`src/rtl/fm_pwm_synth.sv`:
```
`default_nettype none
// ============================================================================
// fm_pwm_synth : distance-driven FM tone (slewed NCO, quarter-wave sine, PWM DAC)
// Revision 1.0
// ============================================================================
module fm_pwm_synth #(
  parameter int unsigned     DIST_WIDTH     = 13,
  parameter int unsigned     MAX_DIST       = 2000,
  parameter int unsigned     PHASE_WIDTH    = 32,
  parameter longint unsigned BASE_STEP      = 64'h0000_0000_0100_0000,
  parameter int unsigned     STEP_PER_UNIT  = 16384,
  parameter int unsigned     SLEW           = 0,
  parameter int unsigned     SINE_WIDTH     = 8,
  parameter int unsigned     LUT_ADDR_WIDTH = 8,
  parameter int unsigned     PWM_WIDTH      = 7
) (
  input  logic                  clk,
  input  logic                  reset,
  input  logic                  enable,
  input  logic [DIST_WIDTH-1:0] distance,
  input  logic                  distance_valid,
  output logic [SINE_WIDTH-1:0] sample_out,
  output logic                  period_start,
  output logic                  busy,
  output logic                  pwm_out
);

  localparam logic [1:0] c_IDLE  = 2'd0;
  localparam logic [1:0] c_RUN   = 2'd1;
  localparam logic [1:0] c_DRAIN = 2'd2;

  localparam int  c_QN      = 2 ** (LUT_ADDR_WIDTH - 2);
  localparam real c_TWO_PI  = 6.283185307179586;
  localparam real c_NFULL   = real'(2 ** LUT_ADDR_WIDTH);
  localparam real c_AMP     = real'(2 ** (SINE_WIDTH - 1) - 1);

  localparam logic [PHASE_WIDTH-1:0] c_BASE    = PHASE_WIDTH'(BASE_STEP);
  localparam logic [PHASE_WIDTH-1:0] c_SPU     = PHASE_WIDTH'(STEP_PER_UNIT);
  localparam logic [PHASE_WIDTH-1:0] c_SLEW    = PHASE_WIDTH'(SLEW);
  localparam logic [DIST_WIDTH-1:0]  c_MAXD    = DIST_WIDTH'(MAX_DIST);
  localparam logic [PWM_WIDTH-1:0]   c_CNT_MAX = '1;
  localparam logic [SINE_WIDTH-1:0]  c_MID     = {1'b1, {(SINE_WIDTH-1){1'b0}}};

  if (BASE_STEP + 64'(MAX_DIST) * 64'(STEP_PER_UNIT) >= (64'd1 << PHASE_WIDTH)) begin : g_cfg_error
    $error("fm_pwm_synth: BASE_STEP + MAX_DIST*STEP_PER_UNIT overflows the phase step");
  end

  logic [1:0]              state_q, state_d;
  logic [PWM_WIDTH-1:0]    cnt_q, cnt_d;
  logic [PHASE_WIDTH-1:0]  phase_q, phase_d;
  logic [PHASE_WIDTH-1:0]  cur_step_q, cur_step_d;
  logic [PHASE_WIDTH-1:0]  target_step_q, target_step_d;
  logic [SINE_WIDTH-2:0]   tbl_q, tbl_d;
  logic                    neg_q, neg_d;
  logic [SINE_WIDTH-1:0]   sample_q, sample_d;
  logic [PWM_WIDTH-1:0]    duty_q, duty_d;
  logic                    pwm_q, pwm_d;
  logic                    ps_q, ps_d;

  logic                      w_busy;
  logic                      w_cnt_max;
  logic                      w_period_first;
  logic [DIST_WIDTH-1:0]     w_dist_clamped;
  logic [PHASE_WIDTH-1:0]    w_dist_step;
  logic [PHASE_WIDTH-1:0]    w_glide;
  logic [LUT_ADDR_WIDTH-1:0] w_addr;
  logic [LUT_ADDR_WIDTH-3:0] w_idx;
  logic [SINE_WIDTH-2:0]     w_lut [c_QN];
  logic [PWM_WIDTH-1:0]      w_duty;

  assign w_busy         = (state_q != c_IDLE);
  assign w_cnt_max      = (cnt_q == c_CNT_MAX);
  assign w_period_first = (state_q == c_RUN) && (cnt_q == '0);

  // Target step: arithmetic instead of a ROM; a zero target only exists straight after reset.
  assign w_dist_clamped = (distance > c_MAXD) ? c_MAXD : distance;
  assign w_dist_step    = c_BASE + PHASE_WIDTH'(w_dist_clamped) * c_SPU;

  always_comb begin
    target_step_d = target_step_q;
    if (distance_valid) begin
      target_step_d = w_dist_step;
    end else if (target_step_q == '0) begin
      target_step_d = c_BASE;
    end
  end

  if (SLEW == 0) begin : g_jump
    assign w_glide = target_step_q;
  end else begin : g_slew
    logic [PHASE_WIDTH-1:0] w_up;
    logic [PHASE_WIDTH-1:0] w_dn;
    assign w_up    = target_step_q - cur_step_q;
    assign w_dn    = cur_step_q - target_step_q;
    assign w_glide = (target_step_q > cur_step_q)
                   ? cur_step_q + ((w_up > c_SLEW) ? c_SLEW : w_up)
                   : cur_step_q - ((w_dn > c_SLEW) ? c_SLEW : w_dn);
  end

  assign cur_step_d = w_busy ? w_glide : cur_step_q;
  assign phase_d    = w_busy ? phase_q + cur_step_q : phase_q;
  assign cnt_d      = w_busy ? cnt_q + PWM_WIDTH'(1) : '0;

  always_comb begin
    state_d = state_q;
    case (state_q)
      c_IDLE: begin
        if (enable) state_d = c_RUN;
      end
      c_RUN: begin
        if (!enable) state_d = w_cnt_max ? c_IDLE : c_DRAIN;
      end
      c_DRAIN: begin
        if (enable) begin
          state_d = c_RUN;
        end else if (w_cnt_max) begin
          state_d = c_IDLE;
        end
      end
      default: state_d = c_IDLE;
    endcase
  end

  for (genvar gi = 0; gi < c_QN; gi++) begin : g_lut
    localparam real c_ANG = c_TWO_PI * gi / c_NFULL;
    localparam int  c_VAL = $rtoi(c_AMP * $sin(c_ANG) + 0.5);
    assign w_lut[gi] = (SINE_WIDTH-1)'(c_VAL);
  end

  // Quadrant bit 0 mirrors the index within the quarter, bit 1 flips the sign.
  assign w_addr   = phase_q[PHASE_WIDTH-1 -: LUT_ADDR_WIDTH];
  assign w_idx    = w_addr[LUT_ADDR_WIDTH-2] ? ~w_addr[LUT_ADDR_WIDTH-3:0] : w_addr[LUT_ADDR_WIDTH-3:0];
  assign tbl_d    = w_lut[w_idx];
  assign neg_d    = w_addr[LUT_ADDR_WIDTH-1];
  assign sample_d = neg_q ? (c_MID - {1'b0, tbl_q}) : (c_MID + {1'b0, tbl_q});

  // The first cycle of a period already compares against the freshly latched duty.
  assign w_duty = w_period_first ? sample_q[SINE_WIDTH-1 -: PWM_WIDTH] : duty_q;
  assign duty_d = w_duty;
  assign pwm_d  = w_busy && (cnt_q < w_duty);
  assign ps_d   = w_period_first;

  always_ff @(posedge clk or posedge reset) begin
    if (reset) begin
      state_q       <= c_IDLE;
      cnt_q         <= '0;
      phase_q       <= '0;
      cur_step_q    <= '0;
      target_step_q <= '0;
      tbl_q         <= '0;
      neg_q         <= 1'b0;
      sample_q      <= '0;
      duty_q        <= '0;
      pwm_q         <= 1'b0;
      ps_q          <= 1'b0;
    end else begin
      state_q       <= state_d;
      cnt_q         <= cnt_d;
      phase_q       <= phase_d;
      cur_step_q    <= cur_step_d;
      target_step_q <= target_step_d;
      tbl_q         <= tbl_d;
      neg_q         <= neg_d;
      sample_q      <= sample_d;
      duty_q        <= duty_d;
      pwm_q         <= pwm_d;
      ps_q          <= ps_d;
    end
  end

  assign sample_out   = sample_q;
  assign period_start = ps_q;
  assign busy         = w_busy;
  assign pwm_out      = pwm_q;

endmodule
`default_nettype wire

```
`config.mk`:
```
export PLATFORM = sky130hd
export DESIGN_NAME = fm_pwm_synth
export DESIGN_NICKNAME = d
export VERILOG_FILES = /design/src/rtl/fm_pwm_synth.sv
export SDC_FILE = /design/constraint.sdc
export NUM_CORES = 1
export LEC_CHECK = 0
export CAP_MARGIN = 30
export CORE_MARGIN = 2
export CORE_UTILIZATION = 24
export CTS_CLUSTER_DIAMETER = 150
export DETAILED_ROUTE_END_ITERATION = 10
export PLACE_DENSITY = 0.49
export SYNTH_ARGS = -nofsm -noshare
export SYNTH_HDL_FRONTEND = slang
export SYNTH_SLANG_ARGS = --single-unit
```
`constraint.sdc`:
```
create_clock -name clk -period 7.5 [get_ports clk]
set_clock_uncertainty 0.05 [all_clocks]
set_input_delay 1.125 -clock clk [delete_from_list [all_inputs] [get_ports clk]]
set_output_delay 1.125 -clock clk [all_outputs]
set_load 0.01 [all_outputs]
```
=== Yosys cells after proc, flatten, opt, wreduce, memory -nomap -nowiden ===
Memory sizes are Yosys's and may differ from the RTL's. A register that Yosys moved wholly into a read port is not among the register bits.
Cells that the tools add are included.

* Register bits after elaboration: 123
* Logic and storage cells: 47
* ROM bits: 448
* Output and inout port bits: 11
* Memories: 1

* Bitwise operators: 2
* Eq/ne operators: 6
* $add $sub $neg: 5
* Reductions and logical operators: 8
* Magnitude comparators: 2
* Multiplexer cells: 13

{| class="wikitable"
|+ Memories
! memory !! depth !! bits a word !! rd ports !! clocked after memory_dff !! write ports !! line !! RTL
|-
| (name not given) || 64 || 7 || 1 || 1 || 0 || 133 || <nowiki>assign tbl_d = w_lut[w_idx];</nowiki>
|}

{| class="wikitable"
|+ Operator list
! operator !! number
|-
| 32-bit 2-to-1 mux || 2
|-
| 32-bit adder || 1
|-
| 32-bit logical NOT || 1
|-
| 25-bit by 27-bit adder with 28-bit output (first input constant) || 1
|-
| 7-bit 2-to-1 mux || 2
|-
| 13-bit by 11-bit > comparator with 1-bit output (second input constant) || 1
|-
| 13-bit 2-to-1 mux || 1
|-
| 2-bit 2-to-1 mux || 5
|-
| 8-bit by 7-bit adder with 8-bit output (first input constant) || 1
|-
| 8-bit 2-to-1 mux || 1
|-
| 8-bit by 7-bit subtractor with 8-bit output (first input constant) || 1
|-
| 7-bit by 1-bit adder with 7-bit output (second input constant) || 1
|-
| 7-bit == test (second input constant) || 1
|-
| 7-bit logical NOT || 1
|-
| 7-bit < comparator || 1
|-
| 6-bit inverter with 7-bit output || 1
|-
| 6-bit 2-to-1 mux || 1
|-
| 6-bit inverter || 1
|-
| 2-bit one-hot mux with 3 select lines || 1
|-
| 2-bit inequality test (second input constant) || 2
|-
| 2-bit nonzero test || 2
|-
| 3-bit inequality test (second input constant) || 1
|-
| 3-bit AND reduction || 1
|-
| 2-bit by 1-bit == test with 1-bit output (second input constant) || 1
|-
| 3 further kinds || 4
|}

=== Depth between registers and ports, before layout ===
* Word-level depth: 5
* Mapped depth: 10

=== Worst setup path after synthesis ===
Ideal clock, no wire load.

* Path type: flip-flop to output port
* Start point: register state_q[1]
* End point: output port busy
* Path slack: 5.220 ns
* Path buffers: 2
* Data required time: 6.325 ns
* Arrival time: 1.105 ns
* Stages on the path, launching flop included: 5
* Cells stage by stage: dfrtp_1 > nor2_1 > clkinv_1 > clkbuf_1 > clkbuf_1

* Word-level cells in the longest chain between the ends: 1

{| class="wikitable"
|+ RTL lines
! item !! line !! RTL
|-
| start: declaration || 48 || <nowiki>logic [1:0] state_q, state_d;</nowiki>
|-
| start signal: assignment || 145 || <nowiki>state_q <= c_IDLE;</nowiki>
|-
| start signal: assignment || 157 || <nowiki>state_q <= state_d;</nowiki>
|-
| 2-bit nonzero test || 71 || <nowiki>assign w_busy = (state_q != c_IDLE);</nowiki>
|-
| end: declaration || 24 || <nowiki>output logic busy,</nowiki>
|}

Every way passes these cells.

=== Worst setup path after layout ===
Ends and elaborated chain as after synthesis.

==> impl_metrics.env <==
export IMPL_status="finished clean"
export IMPL_internal_power_mw=1.43
export IMPL_switchingPower_mw=1.06
export IMPL_final_cell_mix="dfrtp_1 (80), nand2_1 (63), a21oi_1 (48)"
export IMPL_num_antenna_cells=0
export IMPL_pwr_share_clk_pct=18.7
export IMPL_gr_total_overflow=0
export IMPL_finalCritPeriodShare_pct=45.4
export IMPL_die_width_um=145
export IMPL_ys_flop_type="dfrtp_1"
export IMPL_cts_buffers=9
export IMPL_worst_pin_slew_ns=0.935
export IMPL_crit_chain="nor2_2 > buf_8 > clkinv_1 > buf_4 > clkdlybuf4s50_1"
export IMPL_ir_drop_mv=0.107
export IMPL_slew_violations=0
export IMPL_grt_pass1_wl_mm=17.4
export IMPL_fin_tns_setup_ns=0
export IMPL_placedCellCount=792
export IMPL_stdcell_count=807
export IMPL_crit_buf_inv=4
export IMPL_slowest_stage="clkdlybuf4s50_1"
export IMPL_ys_warn_count=0
export IMPL_multi_input_area_um2=2520
export IMPL_synth_top_area_share_pct=42.1
export IMPL_worstSetupEndpointType="primary output"
export IMPL_syn_area_um2=4760
export IMPL_p_seq_share_pct=28.3
export IMPL_syn_avg_cell_area_um2=9.16
export IMPL_finalSetupViolCount=0
export IMPL_place_gp_congestion=0.808
export IMPL_r2r_cells=9
export IMPL_grtUsageTotal_pct=10.2
export IMPL_port_buffer_count=27
export IMPL_fp_coreArea_um2=19500
export IMPL_io_pins=28
export IMPL_start_kind="register"
export IMPL_min_path_type="reg2reg"
export IMPL_h_tree_depth=3
export IMPL_nNetsFinal=588
export IMPL_cts_resized=0
export IMPL_sw_frac_of_total_pct=42.6
export IMPL_total_power_mw=2.49
export IMPL_synth_distinct_cells=66
export IMPL_required_ns=6.32
export IMPL_die_h_um=145
export IMPL_drive_gt1_share_pct=6.46
export IMPL_antenna_found_initial=0
export IMPL_rsz0062_at_grt="no"
export IMPL_synth_area_top_cells="dfrtp_1 (42%), ha_1 (8.4%), a21oi_1 (5.1%)"
export IMPL_cp_slowest_stage_delay_ns=0.54
export IMPL_yosysTopAreaCell="dfrtp_1"
export IMPL_synthToLayoutAreaGrowth_pct=18.3
export IMPL_cts_setup_buffers=0
export IMPL_clock_sink_count=80
export IMPL_comb_power_share_pct=53.0
export IMPL_cts_tree="done"
export IMPL_slew_limit_headroom_pct=37.2
export IMPL_postCtsHoldBufs=0
export IMPL_grt_start_max_net_pins=48
export IMPL_n_fill_cell=2053
export IMPL_max_freq_mhz=294
export IMPL_syn_num_nets=569
export IMPL_vias=3706
export IMPL_crit_fanout=43
export IMPL_synth_edf_count=0
export IMPL_finalWirelength_mm=10.0
export IMPL_critical_path_class="reg2out"
export IMPL_async_flop_share_pct=100
export IMPL_critPathTopFamily="buffers and inverters"
export IMPL_power_leakage_nw=2.47
export IMPL_grt_pass1_vias=3641
export IMPL_rows=51
export IMPL_clk_path_buf_depth=2
export IMPL_hold_depth=0
export IMPL_dp_hpwl_mm=7.25
export IMPL_final_common_cell="dfrtp_1"
export IMPL_start_util_pct=24.4
export IMPL_final_seq_area_um2=2000
export IMPL_crit_arrival_ns=2.23
export IMPL_clk_latency_ns=0.33
export IMPL_vias_per_cell=4.59
export IMPL_die_area_um2=21000
export IMPL_dr_pass1_iters=4
export IMPL_powerDensity_nw_per_um2=442
export IMPL_maxCapViolCount=0
export IMPL_ant_nets=0
export IMPL_drt_iter0_markers=284
export IMPL_path_clk_slew_ns=0.06
export IMPL_drcViolationCount=0
export IMPL_crit_cells=5
export IMPL_cts_root_buffer="clkbuf_16"
export IMPL_synth_seq_area_share_pct=42.1
export IMPL_period_needed_ns=3.40
export IMPL_netlist_instances=519
export IMPL_post_drt_wl_per_cell_um=12.4
export IMPL_hold_viol=0
export IMPL_ys_ff_latch=80
-- synth_stat cells, types with 4 or more instances --
cell      number
a311oi_1       4
buf_2          7
nor4_1         4
xor2_1         9
a31oi_1        8
nor2_1        44
o31ai_1        5
dfrtp_1       80
or3_1          5
a21o_1         5
nand3_1       16
a22o_1         4
a21oi_1       48
clkbuf_1      13
xnor2_1       19
mux2i_1       11
inv_1         29
a211oi_1       4
o21ai_0       27
nor2b_1        5
nand2_1       63
and3_1         4
ha_1          32
nor3_1         8
nand2b_1       4
o221ai_1       4
-- flip-flops by register name (all words and copies together) (netlist names) --
signal         count
cnt_q              7
cur_step_q        14
duty_q             7
neg_q              1
period_start       1
phase_q           18
pwm_out            1
sample_out         8
state_q            2
target_step_q     14
tbl_q              7
-- worst reg2reg max path, delay by kind of cell (launching register included) --
| family | cells | cell delay (ns) |
|---|---|---|
| compound gates | 4 | 0.82 |
| xor+xnor | 1 | 0.38 |
| fa+ha+maj | 1 | 0.31 |
| buf+inv | 2 | 0.45 |
| flops | 1 | 0.32 |
| simple gates | 1 | 0.06 |
-- logic make-up (layout without fill, tap and decap cells) --
group | Yosys count | count (layout) | share of synthesized area, %
muxes | 14 | 14 | 3.03
adders and majority gates | 33 | 33 | 8.84
DFF | 80 | 80 | 42.1
and+or+nand+nor | 166 | 166 | 15.9
AOI/OAI and AO/OA | 139 | 139 | 18.7
xor gates and xnor gates | 32 | 32 | 6.52
buffers and inverters | 54 | 77 | 4.89
other | 1 | 1 | 0.0789
-- final timing paths --
kind | endpoint | slack [ns] | start
min in group asynchronous | cur_step_q[14]$_DFFE_PP0N_ | 1.17 | reset
worst min-delay path | sample_out[0]$_DFF_PP0_ | 0.34 | tbl_q[0]$_DFF_PP0_
worst max register to register | tbl_q[1]$_DFF_PP0_ | 4.99 | phase_q[30]$_DFFE_PP0N_
worst max-delay path | busy | 4.10 | state_q[1]$_DFFE_PP0P_
worst min register to register | sample_out[0]$_DFF_PP0_ | 0.34 | tbl_q[0]$_DFF_PP0_
max in group asynchronous | phase_q[24]$_DFFE_PP0N_ | 5.65 | reset
-- final cells by class --
class | count | area share (%)
clock inverter | 3 | 1.16
sequential | 80 | 35.6
multi-input combinational | 385 | 44.8
tap | 265 | 5.89
inverter | 30 | 2.02
clock buffer | 12 | 4.56
timing repair buffer | 32 | 5.96
-- routing by layer --
layer	GRT usage, %	share of wire, %	vias to the layer above
met3	2.40	3.9	6
met1	13.8	50	1758
met4	2.76	0.67	0
met5	0	0	-
li1	-	-	1872
met2	16.3	45	70
-- power by group through the flow --
| stage | registers, mW | clock network, mW | logic, mW |
|---|---|---|---|
| finish | 0.704 | 0.466 | 1.32 |
| global route | 0.726 | 0.502 | 1.48 |
| CTS | 0.705 | 0.484 | 1.32 |
| detailed placement | 0.711 | 0 | 1.31 |
| global placement | 0.707 | 0 | 1.29 |
| floorplan | 0.661 | 0 | 1.06 |
-- stage by stage --
step	hold slack, ns	utilization (%)	worst slack [ns]	instance area (um2)
final	0.345	28.9	4.10	5630
after global routing	0.358	28.9	3.95	5630
after floorplan	0.318	-	4.27	4760
after CTS	0.352	28.9	4.06	5630
after detailed placement	0.338	27.3	4.44	5310
after global placement	0.335	27.0	4.02	5260
(Power assumes the default switching activity.)
